<file path="src/rtl/riscv_isa_pkg.sv">
// Shared RV32I encoding constants for the encoder and the decoder side.
// Holds the format class codes, base opcodes, encoder FSM states and the field bundle.
package riscv_isa_pkg;

  localparam logic [2:0] CLS_LOAD   = 3'd0;
  localparam logic [2:0] CLS_ALUI   = 3'd1;
  localparam logic [2:0] CLS_JALR   = 3'd2;
  localparam logic [2:0] CLS_BRANCH = 3'd3;
  localparam logic [2:0] CLS_STORE  = 3'd4;
  localparam logic [2:0] CLS_JAL    = 3'd5;
  localparam logic [2:0] CLS_R      = 3'd6;

  localparam logic [6:0] OP_LOAD   = 7'b0000011;
  localparam logic [6:0] OP_ALUI   = 7'b0010011;
  localparam logic [6:0] OP_JALR   = 7'b1100111;
  localparam logic [6:0] OP_STORE  = 7'b0100011;
  localparam logic [6:0] OP_BRANCH = 7'b1100011;
  localparam logic [6:0] OP_JAL    = 7'b1101111;
  localparam logic [6:0] OP_R      = 7'b0110011;

  typedef enum logic [1:0] {
    ST_IDLE,
    ST_ENC,
    ST_WRITE,
    ST_FULL
  } enc_state_t;

  typedef struct packed {
    logic [2:0]  cls;
    logic [4:0]  rd;
    logic [4:0]  rs1;
    logic [4:0]  rs2;
    logic [2:0]  funct3;
    logic [20:0] imm;
  } enc_fields_t;

  // Class 7 has no opcode and maps to zero.
  function automatic logic [6:0] cls_opcode(input logic [2:0] cls);
    logic [6:0] op;
    case (cls)
      CLS_LOAD:   op = OP_LOAD;
      CLS_ALUI:   op = OP_ALUI;
      CLS_JALR:   op = OP_JALR;
      CLS_BRANCH: op = OP_BRANCH;
      CLS_STORE:  op = OP_STORE;
      CLS_JAL:    op = OP_JAL;
      CLS_R:      op = OP_R;
      default:    op = 7'b0000000;
    endcase
    return op;
  endfunction

endpackage

</file>
<file path="src/rtl/instr_encoder_imm_packer.sv">
// Scatters a signed immediate into its RV32I instruction bit positions and range-checks it.
// Class R is legal only when INSTR_ENCODER_RTYPE_EN is defined.
module imm_packer
  import riscv_isa_pkg::*;
(
  input  logic [2:0]  cls,
  input  logic [20:0] imm,
  output logic [31:0] imm_bits,
  output logic        legal
);

  logic fits12;
  logic fits13;

  // Every bit above the format's sign bit must be a copy of that sign bit.
  assign fits12 = (imm[20:11] == {10{imm[11]}});
  assign fits13 = (imm[20:12] == {9{imm[12]}});

  always_comb begin
    imm_bits = '0;
    legal    = 1'b0;
    case (cls)
      CLS_LOAD, CLS_ALUI, CLS_JALR: begin
        imm_bits[31:20] = imm[11:0];
        legal           = fits12;
      end
      CLS_STORE: begin
        imm_bits[31:25] = imm[11:5];
        imm_bits[11:7]  = imm[4:0];
        legal           = fits12;
      end
      CLS_BRANCH: begin
        imm_bits[31]    = imm[12];
        imm_bits[30:25] = imm[10:5];
        imm_bits[11:8]  = imm[4:1];
        imm_bits[7]     = imm[11];
        legal           = fits13 && !imm[0];
      end
      CLS_JAL: begin
        imm_bits[31]    = imm[20];
        imm_bits[30:21] = imm[10:1];
        imm_bits[20]    = imm[11];
        imm_bits[19:12] = imm[19:12];
        legal           = !imm[0];
      end
`ifdef INSTR_ENCODER_RTYPE_EN
      CLS_R: begin
        legal = 1'b1;
      end
`endif
      default: begin
        legal = 1'b0;
      end
    endcase
  end

endmodule

</file>
<file path="src/rtl/instr_encoder.sv">
// Program loader: packs decoded fields into RV32I words and writes them to sequential addresses.
// Define INSTR_ENCODER_RTYPE_EN to accept class R bundles; otherwise they are rejected.
module instr_encoder
  import riscv_isa_pkg::*;
#(
  parameter int ADDR_W    = 8,
  parameter int BASE_ADDR = 0
) (
  input  logic              clk,
  input  logic              reset,
  input  logic              start,
  input  logic              in_valid,
  output logic              in_ready,
  input  logic [2:0]        cls,
  input  logic [4:0]        rd,
  input  logic [4:0]        rs1,
  input  logic [4:0]        rs2,
  input  logic [2:0]        funct3,
  input  logic [6:0]        funct7,
  input  logic [20:0]       imm,
  output logic              mem_we,
  output logic [ADDR_W-1:0] mem_addr,
  output logic [31:0]       mem_wdata,
  output logic [ADDR_W:0]   count,
  output logic              err,
  output logic              full
);

  localparam logic [ADDR_W-1:0] BASE = ADDR_W'(BASE_ADDR);
  localparam logic [ADDR_W-1:0] LAST = {ADDR_W{1'b1}};

  enc_state_t  state;
  enc_state_t  next_state;
  enc_fields_t fld;
  logic [31:0] imm_bits;
  logic        imm_legal;
  logic [31:0] word;
  logic        we_q;
  logic        accept;

`ifdef INSTR_ENCODER_RTYPE_EN
  logic [6:0] funct7_q;
`else
  logic unused_funct7;
  assign unused_funct7 = ^funct7;
`endif

  assign accept = (state == ST_IDLE) && in_ready && in_valid && !start;

  // A start pulse aborts a write already in flight.
  assign mem_we = we_q && !start;

  imm_packer u_imm_packer (
    .cls      (fld.cls),
    .imm      (fld.imm),
    .imm_bits (imm_bits),
    .legal    (imm_legal)
  );

  always_comb begin
    word      = imm_bits;
    word[6:0] = cls_opcode(fld.cls);
    case (fld.cls)
      CLS_LOAD, CLS_ALUI: begin
        word[19:15] = fld.rs1;
        word[14:12] = fld.funct3;
        word[11:7]  = fld.rd;
      end
      CLS_JALR: begin
        word[19:15] = fld.rs1;
        word[11:7]  = fld.rd;
      end
      CLS_STORE, CLS_BRANCH: begin
        word[24:20] = fld.rs2;
        word[19:15] = fld.rs1;
        word[14:12] = fld.funct3;
      end
      CLS_JAL: begin
        word[11:7] = fld.rd;
      end
`ifdef INSTR_ENCODER_RTYPE_EN
      CLS_R: begin
        word[31:25] = funct7_q;
        word[24:20] = fld.rs2;
        word[19:15] = fld.rs1;
        word[14:12] = fld.funct3;
        word[11:7]  = fld.rd;
      end
`endif
      default: begin
        word = '0;
      end
    endcase
  end

  always_comb begin
    next_state = state;
    case (state)
      ST_IDLE:  if (accept) next_state = ST_ENC;
      ST_ENC:   next_state = imm_legal ? ST_WRITE : ST_IDLE;
      ST_WRITE: next_state = (mem_addr == LAST) ? ST_FULL : ST_IDLE;
      ST_FULL:  next_state = ST_FULL;
      default:  next_state = ST_IDLE;
    endcase
    if (start) next_state = ST_IDLE;
  end

  // Handshake and status flags are registered so they are all low while reset is held.
  always_ff @(posedge clk or posedge reset) begin
    if (reset) begin
      state     <= ST_IDLE;
      fld       <= '0;
      in_ready  <= 1'b0;
      we_q      <= 1'b0;
      full      <= 1'b0;
      mem_addr  <= BASE;
      mem_wdata <= '0;
      count     <= '0;
      err       <= 1'b0;
`ifdef INSTR_ENCODER_RTYPE_EN
      funct7_q  <= '0;
`endif
    end else begin
      state    <= next_state;
      in_ready <= (next_state == ST_IDLE);
      we_q     <= (next_state == ST_WRITE);
      full     <= (next_state == ST_FULL);
      if (accept) begin
        fld <= '{cls: cls, rd: rd, rs1: rs1, rs2: rs2, funct3: funct3, imm: imm};
`ifdef INSTR_ENCODER_RTYPE_EN
        funct7_q <= funct7;
`endif
      end
      if (start) begin
        mem_addr <= BASE;
        count    <= '0;
        err      <= 1'b0;
      end else begin
        case (state)
          ST_ENC: begin
            if (imm_legal) mem_wdata <= word;
            else           err       <= 1'b1;
          end
          ST_WRITE: begin
            count <= count + 1'b1;
            if (mem_addr != LAST) mem_addr <= mem_addr + 1'b1;
          end
          default: begin
          end
        endcase
      end
    end
  end

endmodule

</file>
<file path="config.mk">
export PLATFORM = sky130hd
export DESIGN_NAME = instr_encoder
export DESIGN_NICKNAME = d
export VERILOG_FILES = /design/src/rtl/riscv_isa_pkg.sv /design/src/rtl/instr_encoder_imm_packer.sv /design/src/rtl/instr_encoder.sv
export SDC_FILE = /design/constraint.sdc
export NUM_CORES = 1
export LEC_CHECK = 0
export ABC_CLOCK_PERIOD_IN_PS = 3850
export CORE_ASPECT_RATIO = 1.75
export CORE_MARGIN = 4
export CORE_UTILIZATION = 50
export CTS_CLUSTER_SIZE = 12
export DETAILED_ROUTE_END_ITERATION = 8
export HOLD_SLACK_MARGIN = 0.15
export PLACE_DENSITY = 0.88
export SYNTH_ARGS = -nofsm -noshare
export SYNTH_HDL_FRONTEND = slang
export SYNTH_SLANG_ARGS = --single-unit
</file>
<file path="constraint.sdc">
create_clock -name clk -period 3.85 [get_ports clk]
set_input_delay 0.9625 -clock clk [delete_from_list [all_inputs] [get_ports clk]]
set_output_delay 0.9625 -clock clk [all_outputs]
set_load 0.05 [all_outputs]
</file>
==> run metrics <==
Seq/Total Area, Yosys=54.27%; setup tns final=0 ns; H-tree Lvls=3; DRT antenna net count=0; Yosys reg bits=96; largest cells by area after synthesis=dfrtp_1 (54%), mux2_2 (11%), mux2_4 (6.4%); chip height=132.5 µm; fmax=0.3369 GHz; Final Non-Filler Cells=587; status=finished clean; power density cells=585.9 nW/µm²; async set or reset register ratio after synthesis=100.0%; area fraction of the dominant cell type after synthesis=54.27%; Post-Route WL=10350 µm; via count=3315; area occupied by multi-input gates=1894 µm²; Final Cycle Share=77.09%; Area growth, synth to finish=31.51%; port bufs=98; Crit Path Max Fanout=20; DP HPWL=7607 µm; max-slew headroom at the worst pin=40.27%; Clk Latency, worst-skew pair=0.34 ns; crit start category=primary input; Post-Syn Area=4427 µm²; Core Util, Final=67.14%; synth unique cells=46; Syn Inst Count=371; Core Footprint=8671 µm²; number of max-slew violations in the final report=0; final hold vios=0; router iterations before antenna repair=5; TritonCTS clock tree=done; hold crit path type=reg -> reg; WP data arrival=2.01 ns; Post-synth EDFFs=0; site row count=45; crit path capture type=output port; initial antenna violation count=0; # diodes=0; Lkg Pwr=2.472 nW; post-synth net total=426; vias in the first global route=3647; GRT Total Usage=21.19%; Period minus WS final=2.968 ns; post-cts sizing count=0; clock sink total=96; setup violators final=0; post-synthesis cell type with the largest combined area=dfrtp_1; share of cells above drive strength 1=19.79%; Final Net Count=520; CP Data Required Time=2.89 ns; DRT iter0 DRCs=153; first-pass GRT wire length=17410 µm; grt ovf=0; Avg Cell Area, Syn=11.93 µm²; Setup Skew=0.007254 ns; via/cell ratio=5.647; hold_buf cts=0; CTS Buf Count=9; unrepaired setup endpoints after global routing=no; largest net degree at the start of global routing=76; worst setup path category=in -> out; Max Cap Violations=0; Clock transition at path regs=0.06 ns; Max clock buf depth=2; clk root buf=clkbuf_16; Die ar.=10480 µm²; initial core utilization=51.05%; filler instances=661; Wirelength per Cell=17.64 µm; Worst VDD drop=0.4358 mV; Yosys Warn Count=0; top_reg_cell synth=dfrtp_1; FF/Latch Area=2402 µm²; drc violations=0; Worst-Margin Slew=0.8959 ns; DIE WIDTH=79.13 µm; Ports=106; Post CTS Setup Buffer Count=0; dpl cells=571; Final Wtd Congestion=0.8263
-- synthesized netlist by cell type, types with 2 or more instances --
library cell,number
a21oi_1,7
a22oi_1,13
a31oi_1,3
a32o_1,2
a32oi_1,2
and3_1,6
buf_1,3
buf_12,2
buf_2,2
clkbuf_1,11
dfrtp_1,96
ha_1,2
inv_1,6
mux2_2,43
mux2_4,19
mux2i_1,7
nand2_1,30
nand3_1,6
nand4_1,6
nor2_1,30
nor2b_1,2
nor3_1,2
nor4_1,4
nor4_2,2
o21ai_0,23
o21ai_1,2
o22ai_1,6
or2_2,2
or3_1,4
xnor2_1,3
xor2_1,10
-- report_power, final --
group	total, mW	switching, mW	leakage [nW]	internal [mW]
sequential	1.40	0.198	1.23	1.20
combinational	1.05	0.598	1.08	0.452
clock	0.961	0.372	0.159	0.589
total	3.41	1.17	2.47	2.24
-- cell families (layout without fill, tap and decap cells) --
family / after synthesis / count (layout) / synth area share [%]
flops: 96 / 96 / 54.27
fa+ha+maj: 2 / 2 / 0.5652
simple gates: 102 / 102 / 11.62
compound gates: 63 / 63 / 8.932
xor+xnor: 13 / 13 / 2.572
mux: 69 / 69 / 18.97
buf+inv: 26 / 125 / 3.081
-- registers in the layout (all words and copies together) (netlist names) --
signal     flops
err            1
mem_addr       8
state          2
full           1
fld           42
count          9
mem_wdata     31
we_q           1
in_ready       1
-- stage by stage --
stage               setup WS (ns)  hold slack, ns  cell area (µm²)  power (mW)
finish                     0.8821          0.5057             5822       3.411
global route               0.8624          0.5303             5822       3.565
CTS                        0.8709          0.5088             5822       3.433
floorplan                  0.3821          0.4741             4427       2.097
global placement           0.6396          0.4825             5493       2.426
detailed placement         0.6075          0.4796             5493       2.468
-- cell usage in the layout, fill, tap and decap left out, types with 7 or more instances in the layout --
master and instances:
a21oi_1 7, a22oi_1 13, clkbuf_16 9, clkdlybuf4s50_1 97
dfrtp_1 96, mux2_2 43, mux2_4 19, mux2i_1 7
nand2_1 30, nor2_1 30, o21ai_0 23, xor2_1 10
-- critical path, cell delays in order --
cell             delay [ns]
clkdlybuf4s50_1        0.43
buf_4                  0.22
nor2b_1                0.23
buf_12                 0.17
-- layout make-up --
cell class | instances | share of cell area (%)
clock buffers | 10 | 4.105
clock inverters | 6 | 1.547
multi-input cells | 249 | 32.54
inverters | 7 | 0.4943
well taps | 117 | 2.515
flip-flops and latches | 96 | 41.26
repair buffers | 102 | 17.54
-- worst paths after layout --
path	start	endpoint	slack [ns]	cells after the start
worst max-delay path	start	mem_we	0.88	4
worst min-delay path	fld[7]$_DFFE_PP0P_	fld[7]$_DFFE_PP0P_	0.51	1
worst max register to register	fld[39]$_DFFE_PP0P_	mem_wdata[10]$_DFFE_PP0P_	1.17	5
worst min register to register	fld[7]$_DFFE_PP0P_	fld[7]$_DFFE_PP0P_	0.51	1
max in group asynchronous	reset	mem_wdata[25]$_DFFE_PP0P_	1.92	3
min in group asynchronous	reset	mem_addr[2]$_DFFE_PP0P_	1.17	2
-- layer usage --
layer / vias up / global-route usage (%) / wire length (µm)
li1: 1525 / - / -
met1: 1628 / 23.40 / 3889
met2: 129 / 36.96 / 5506
met3: 33 / 3.542 / 482
met4: 0 / 13.19 / 475
met5: - / 0 / 0
(Power assumes the default switching activity.)
